File: src/rtl/bsg_age_sched.sv
// bsg_age_sched: age-ordered request scheduler with a one-entry
// registered grant and valid/ready handoff downstream.
//
// Parameters:
//   inputs_p    number of requesters (2..16)
//   age_width_p width of each saturating age counter (2..8)
// Ports:
//   clk_i      clock, rising edge
//   reset_i    async active-high reset
//   v_i        per-requester valid, held until yumi_o
//   yumi_o     one-hot consume strobe (combinational)
//   v_o        a grant is presented downstream
//   grants_o   registered one-hot grant
//   sel_id_o   binary index of grants_o
//   ready_i    downstream accepts the presented grant
//   starve_o   a pending requester has a saturated age
// Optional feature macro: BSG_AGE_SCHED_STARVE_ALARM_EN
//   defined   -> starve_o is a registered saturation alarm
//   undefined -> starve_o is tied low
module bsg_age_sched #(
  parameter int inputs_p    = 4,
  parameter int age_width_p = 4,
  localparam int sel_w_lp   = $clog2(inputs_p)
) (
  input  logic                clk_i,
  input  logic                reset_i,
  input  logic [inputs_p-1:0] v_i,
  output logic [inputs_p-1:0] yumi_o,
  output logic                v_o,
  output logic [inputs_p-1:0] grants_o,
  output logic [sel_w_lp-1:0] sel_id_o,
  input  logic                ready_i,
  output logic                starve_o
);

  typedef enum logic {
    ST_IDLE = 1'b0,
    ST_BUSY = 1'b1
  } state_e;

  state_e                 r_state;
  logic                   r_v;
  logic [inputs_p-1:0]    r_grants;
  logic [sel_w_lp-1:0]    r_sel;
  logic [age_width_p-1:0] r_age [inputs_p];

  logic [inputs_p-1:0]    w_yumi;
  logic [inputs_p-1:0]    w_cand;
  logic [inputs_p-1:0]    w_win;
  logic [sel_w_lp-1:0]    w_win_id;
  logic [age_width_p-1:0] w_best;
  logic                   w_found;

  // A grant is consumed only while its requester still holds v_i;
  // an illegally dropped request keeps its grant instead.
  always_comb begin
    w_yumi = '0;
    if (r_state == ST_BUSY && ready_i)
      w_yumi = r_grants & v_i;
  end

  // Oldest contender wins; strict '>' keeps the lowest index on ties.
  always_comb begin
    w_cand   = (r_state == ST_BUSY) ? (v_i & ~w_yumi) : v_i;
    w_found  = 1'b0;
    w_best   = '0;
    w_win_id = '0;
    w_win    = '0;
    for (int i = 0; i < inputs_p; i++) begin
      if (w_cand[i] && (!w_found || r_age[i] > w_best)) begin
        w_found  = 1'b1;
        w_best   = r_age[i];
        w_win_id = sel_w_lp'(i);
      end
    end
    if (w_found)
      w_win[w_win_id] = 1'b1;
  end

  always_ff @(posedge clk_i or posedge reset_i) begin
    if (reset_i) begin
      r_state  <= ST_IDLE;
      r_v      <= 1'b0;
      r_grants <= '0;
      r_sel    <= '0;
    end else begin
      unique case (r_state)
        ST_IDLE: begin
          if (w_found) begin
            r_state  <= ST_BUSY;
            r_v      <= 1'b1;
            r_grants <= w_win;
            r_sel    <= w_win_id;
          end
        end
        ST_BUSY: begin
          if (|w_yumi) begin
            if (w_found) begin
              r_grants <= w_win;
              r_sel    <= w_win_id;
            end else begin
              r_state  <= ST_IDLE;
              r_v      <= 1'b0;
              r_grants <= '0;
              r_sel    <= '0;
            end
          end
        end
        default: begin
          r_state <= ST_IDLE;
        end
      endcase
    end
  end

  // Ages clear when idle or consumed and saturate at all-ones.
  always_ff @(posedge clk_i or posedge reset_i) begin
    if (reset_i) begin
      for (int i = 0; i < inputs_p; i++)
        r_age[i] <= '0;
    end else begin
      for (int i = 0; i < inputs_p; i++) begin
        if (!v_i[i] || w_yumi[i])
          r_age[i] <= '0;
        else if (r_age[i] != '1)
          r_age[i] <= r_age[i] + 1'b1;
      end
    end
  end

`ifdef BSG_AGE_SCHED_STARVE_ALARM_EN
  logic [inputs_p-1:0] w_sat;
  logic                r_starve;

  always_comb begin
    w_sat = '0;
    for (int i = 0; i < inputs_p; i++)
      w_sat[i] = v_i[i] && (r_age[i] == '1);
  end

  always_ff @(posedge clk_i or posedge reset_i) begin
    if (reset_i)
      r_starve <= 1'b0;
    else
      r_starve <= |w_sat;
  end

  assign starve_o = r_starve;
`else
  assign starve_o = 1'b0;
`endif

`ifndef SYNTHESIS
  always @(posedge clk_i) begin
    if (!reset_i && r_state == ST_BUSY &&
        (r_grants & v_i) == '0)
      $display("ERROR: bsg_age_sched granted request dropped");
  end
`endif

  assign yumi_o   = w_yumi;
  assign v_o      = r_v;
  assign grants_o = r_grants;
  assign sel_id_o = r_sel;

endmodule

File: config.mk
export PLATFORM = sky130hd
export DESIGN_NAME = bsg_age_sched
export DESIGN_NICKNAME = d
export VERILOG_FILES = /design/src/rtl/bsg_age_sched.sv
export SDC_FILE = /design/constraint.sdc
export NUM_CORES = 1
export LEC_CHECK = 0
export CAP_MARGIN = 20
export CORE_UTILIZATION = 45
export CTS_BUF_LIST = sky130_fd_sc_hd__clkbuf_8
export DETAILED_ROUTE_END_ITERATION = 16
export PLACE_DENSITY = 0.66
export SYNTH_ARGS = -nofsm -noshare
export SYNTH_HDL_FRONTEND = slang
export SYNTH_SLANG_ARGS = --single-unit
File: constraint.sdc
create_clock -name clk_i -period 6.4 [get_ports clk_i]
set_input_delay 0.96 -clock clk_i [delete_from_list [all_inputs] [get_ports clk_i]]
set_output_delay 0.96 -clock clk_i [all_outputs]
set_load 0.01 [all_outputs]
==> flow_summary.yaml <==
status:
  status: "completed"
setup_path:
  end_kind: "flop"
  startpoint_type: "input pin"
  r2r_start: "r_state"
  rrSetupSlack_ns: 1.40
  crit_type: "in2reg"
  arrival_ns: 5.94
  reg2regPathDepth: 24
  r2r-end: "sel_id_o[1]"
  slowest_delay_ns: 0.51
  required_ns: 6.56
  crit_slowest_cell: "clkdlybuf4s50_1"
  worstPathMaxFanout: 7
synth:
  async_flop_share_pct: 100.0
  synth_top_family_by_area: "simple AND/OR/NAND/NOR gates"
  synth.top_cell.area_share_pct: 36.84
  yosys-top-cells-area: "dfrtp_1 37%, ha_1 12%, nor2_1 5.8%"
  ys_seq_area_share_pct: 36.84
  yosys-top-cells-count: "25 x nor2_1, 24 x dfrtp_1, 23 x nand2_1"
  synth_top_cell_by_area: "dfrtp_1"
  ys_types: 39
  avgSynthCellArea_um2: 8.958
  netlist_instances: 182
  synthAdderAreaFrac_pct: 12.28
  yosys_register_bits: 24
  synth_enable_flop_cells: 0
  syn_nets: 205
  synthMuxAreaShare_pct: 4.068
  yosys.area_share.simple_pct: 25.02
  synth_compound_area_share_pct: 16.81
  yosys_warnings: 0
  ys.flop_type: "dfrtp_1"
  synth-xor-area-share_pct: 2.149
  synth_most_common_cell: "nor2_1"
  synthesis.area_um2: 1630
floorplanning:
  die_x_um: 62.19
  die_area_um2: 3868
  core_area_um2: 3416
  row_count: 21
  top_level_ports: 19
  start_util_pct: 47.73
  die_y_um: 62.19
clock_tree:
  h-tree-depth: 1
  post_cts_buffers: 0
  cts_buffer_depth: 2
  cts_tree: "done"
  cts_root_buf: "clkbuf_8"
  clock_sinks: 24
  postCtsHoldBufs: 0
  ctsResizeCount: 0
  path_clk_slew_ns: 0.08
  insertion_delay_ns: 0.26
  numCtsBuffers: 3
hold_path:
  min_from: "v_o"
  hold_depth: 1
  hold_end: "v_o"
  hold_path_class: "reg2reg"
route:
  vias: 1425
  viasPerCell: 5.769
  routed_wirelength_mm: 3.556
  drt_iter0_markers: 88
  drc: 0
  routedWlPerCell_um: 14.40
  drtAntennaViolNets: 0
  firstDrtPassIters: 4
global_route:
  grt_usage_pct: 20.84
  grt_max_degree: 25
  grt_pass1_vias: 1461
  antenna_found_initial: 0
  grt.overflow.total: 0
  grt_pass1_wl_mm: 6.479
timing:
  period_minus_slack_ns: 5.782
  clock_skew_ns: 0.003566
  relSlewSlack_pct: 38.43
  rsz0062_at_grt: "false"
  fin_setup_tns_ns: 0
  fmax_ghz: 0.1729
  setup_violations: 0
  hold_viol_final: 0
  holdWs_ns: 0.4854
  finalCritPeriodShare_pct: 90.35
  tightest_slew_ns: 0.9225
  slew_violations: 0
placed_design:
  dpl.hpwl_mm: 2.843
  port-buffer-count: 17
  gp_congestion: 0.8109
pwr:
  p_per_area_nw_per_um2: 327.5
  ir_drop_mv: 0.1140
  p_leak_nw: 0.8573
final_layout:
  diodes: 0
  final-seq-area_um2: 600.6
  area_growth_pct: 16.19
  layout.nets: 226
  drive_gt1_share_pct: 4.975
  nFillCells: 322
  multi_input_area_um2: 987.2
job:
  drv_cap: 0
sequential cells by signal, summed over array words and instances, names as in the netlist:
name and flops:
grants_o 4, r_age 16, r_state 1, sel_id_o 2
v_o 1
per-stage QoR:
stage	power (mW)	instance area (µm²)	utilization, %	setup WS (ns)	cells
detailed placement	0.5367	1853	54.25	0.3089	244
global route	0.6722	1894	55.46	0.2392	247
finish	0.6205	1894	55.46	0.6177	247
global placement	0.5139	1853	54.25	0.5542	244
floorplan	0.4268	1630	-	1.453	182
CTS	0.6256	1894	55.46	0.5866	247
logic make-up (layout without fill, tap and decap cells):
logic type | count (synthesis) | in the layout
AO/OA/AOI/OAI | 35 | 35
XOR/XNOR | 4 | 4
other | 1 | 1
buffers and inverters | 10 | 29
flip-flops | 24 | 24
multiplexers | 6 | 6
adder cells (fa/ha/maj) | 16 | 16
AND/OR/NAND/NOR | 86 | 86
worst max path at each step:
stage                  from     endpoint  slack, ns
floorplan           ready_i  sel_id_o[1]       1.45
global placement    ready_i  sel_id_o[1]       0.55
detailed placement  ready_i  sel_id_o[1]       0.31
CTS                 ready_i  sel_id_o[1]       0.59
global route        ready_i  sel_id_o[1]       0.24
finish              ready_i  sel_id_o[1]       0.62
report_power, final:
part | total [mW] | switching, mW | internal, mW
Clock | 0.0891 | 0.0470 | 0.0421
Combinational | 0.305 | 0.153 | 0.153
Sequential | 0.226 | 0.0409 | 0.185
routing by layer:
layer / vias to the layer above / wire length [µm] / GRT usage (%)
met2: 27 / 1846 / 40.38
li1: 689 / - / -
met1: 704 / 1570 / 23.72
met3: 5 / 90 / 2.206
met4: 0 / 49 / 6.105
met5: - / 0 / 0
critical path: cells and delay by family:
family / cells / cell delay, ns
buffers and inverters: 2 / 0.74
adders and majority gates: 3 / 0.83
AOI/OAI and AO/OA: 11 / 2.13
and+or+nand+nor: 9 / 1.31
cell usage in the layout (no fill, tap or decap), drive strengths merged, types with 5 or more instances in the layout:
| cell | n |
|---|---|
| nor2 | 25 |
| dfrtp | 24 |
| nand2 | 24 |
| clkdlybuf4s50 | 17 |
| ha | 16 |
| nand3 | 9 |
| inv | 8 |
| nor3 | 7 |
| a21oi | 5 |
final cells by class:
cell class / count / area share, %
Timing Repair Buffer: 18 / 9.379
Tap cell: 46 / 3.038
Inverter: 8 / 1.585
Multi-Input combinational cell: 148 / 52.11
Sequential cell: 24 / 31.70
Clock buffer: 3 / 2.180
Power figures use the tool's default switching activity.
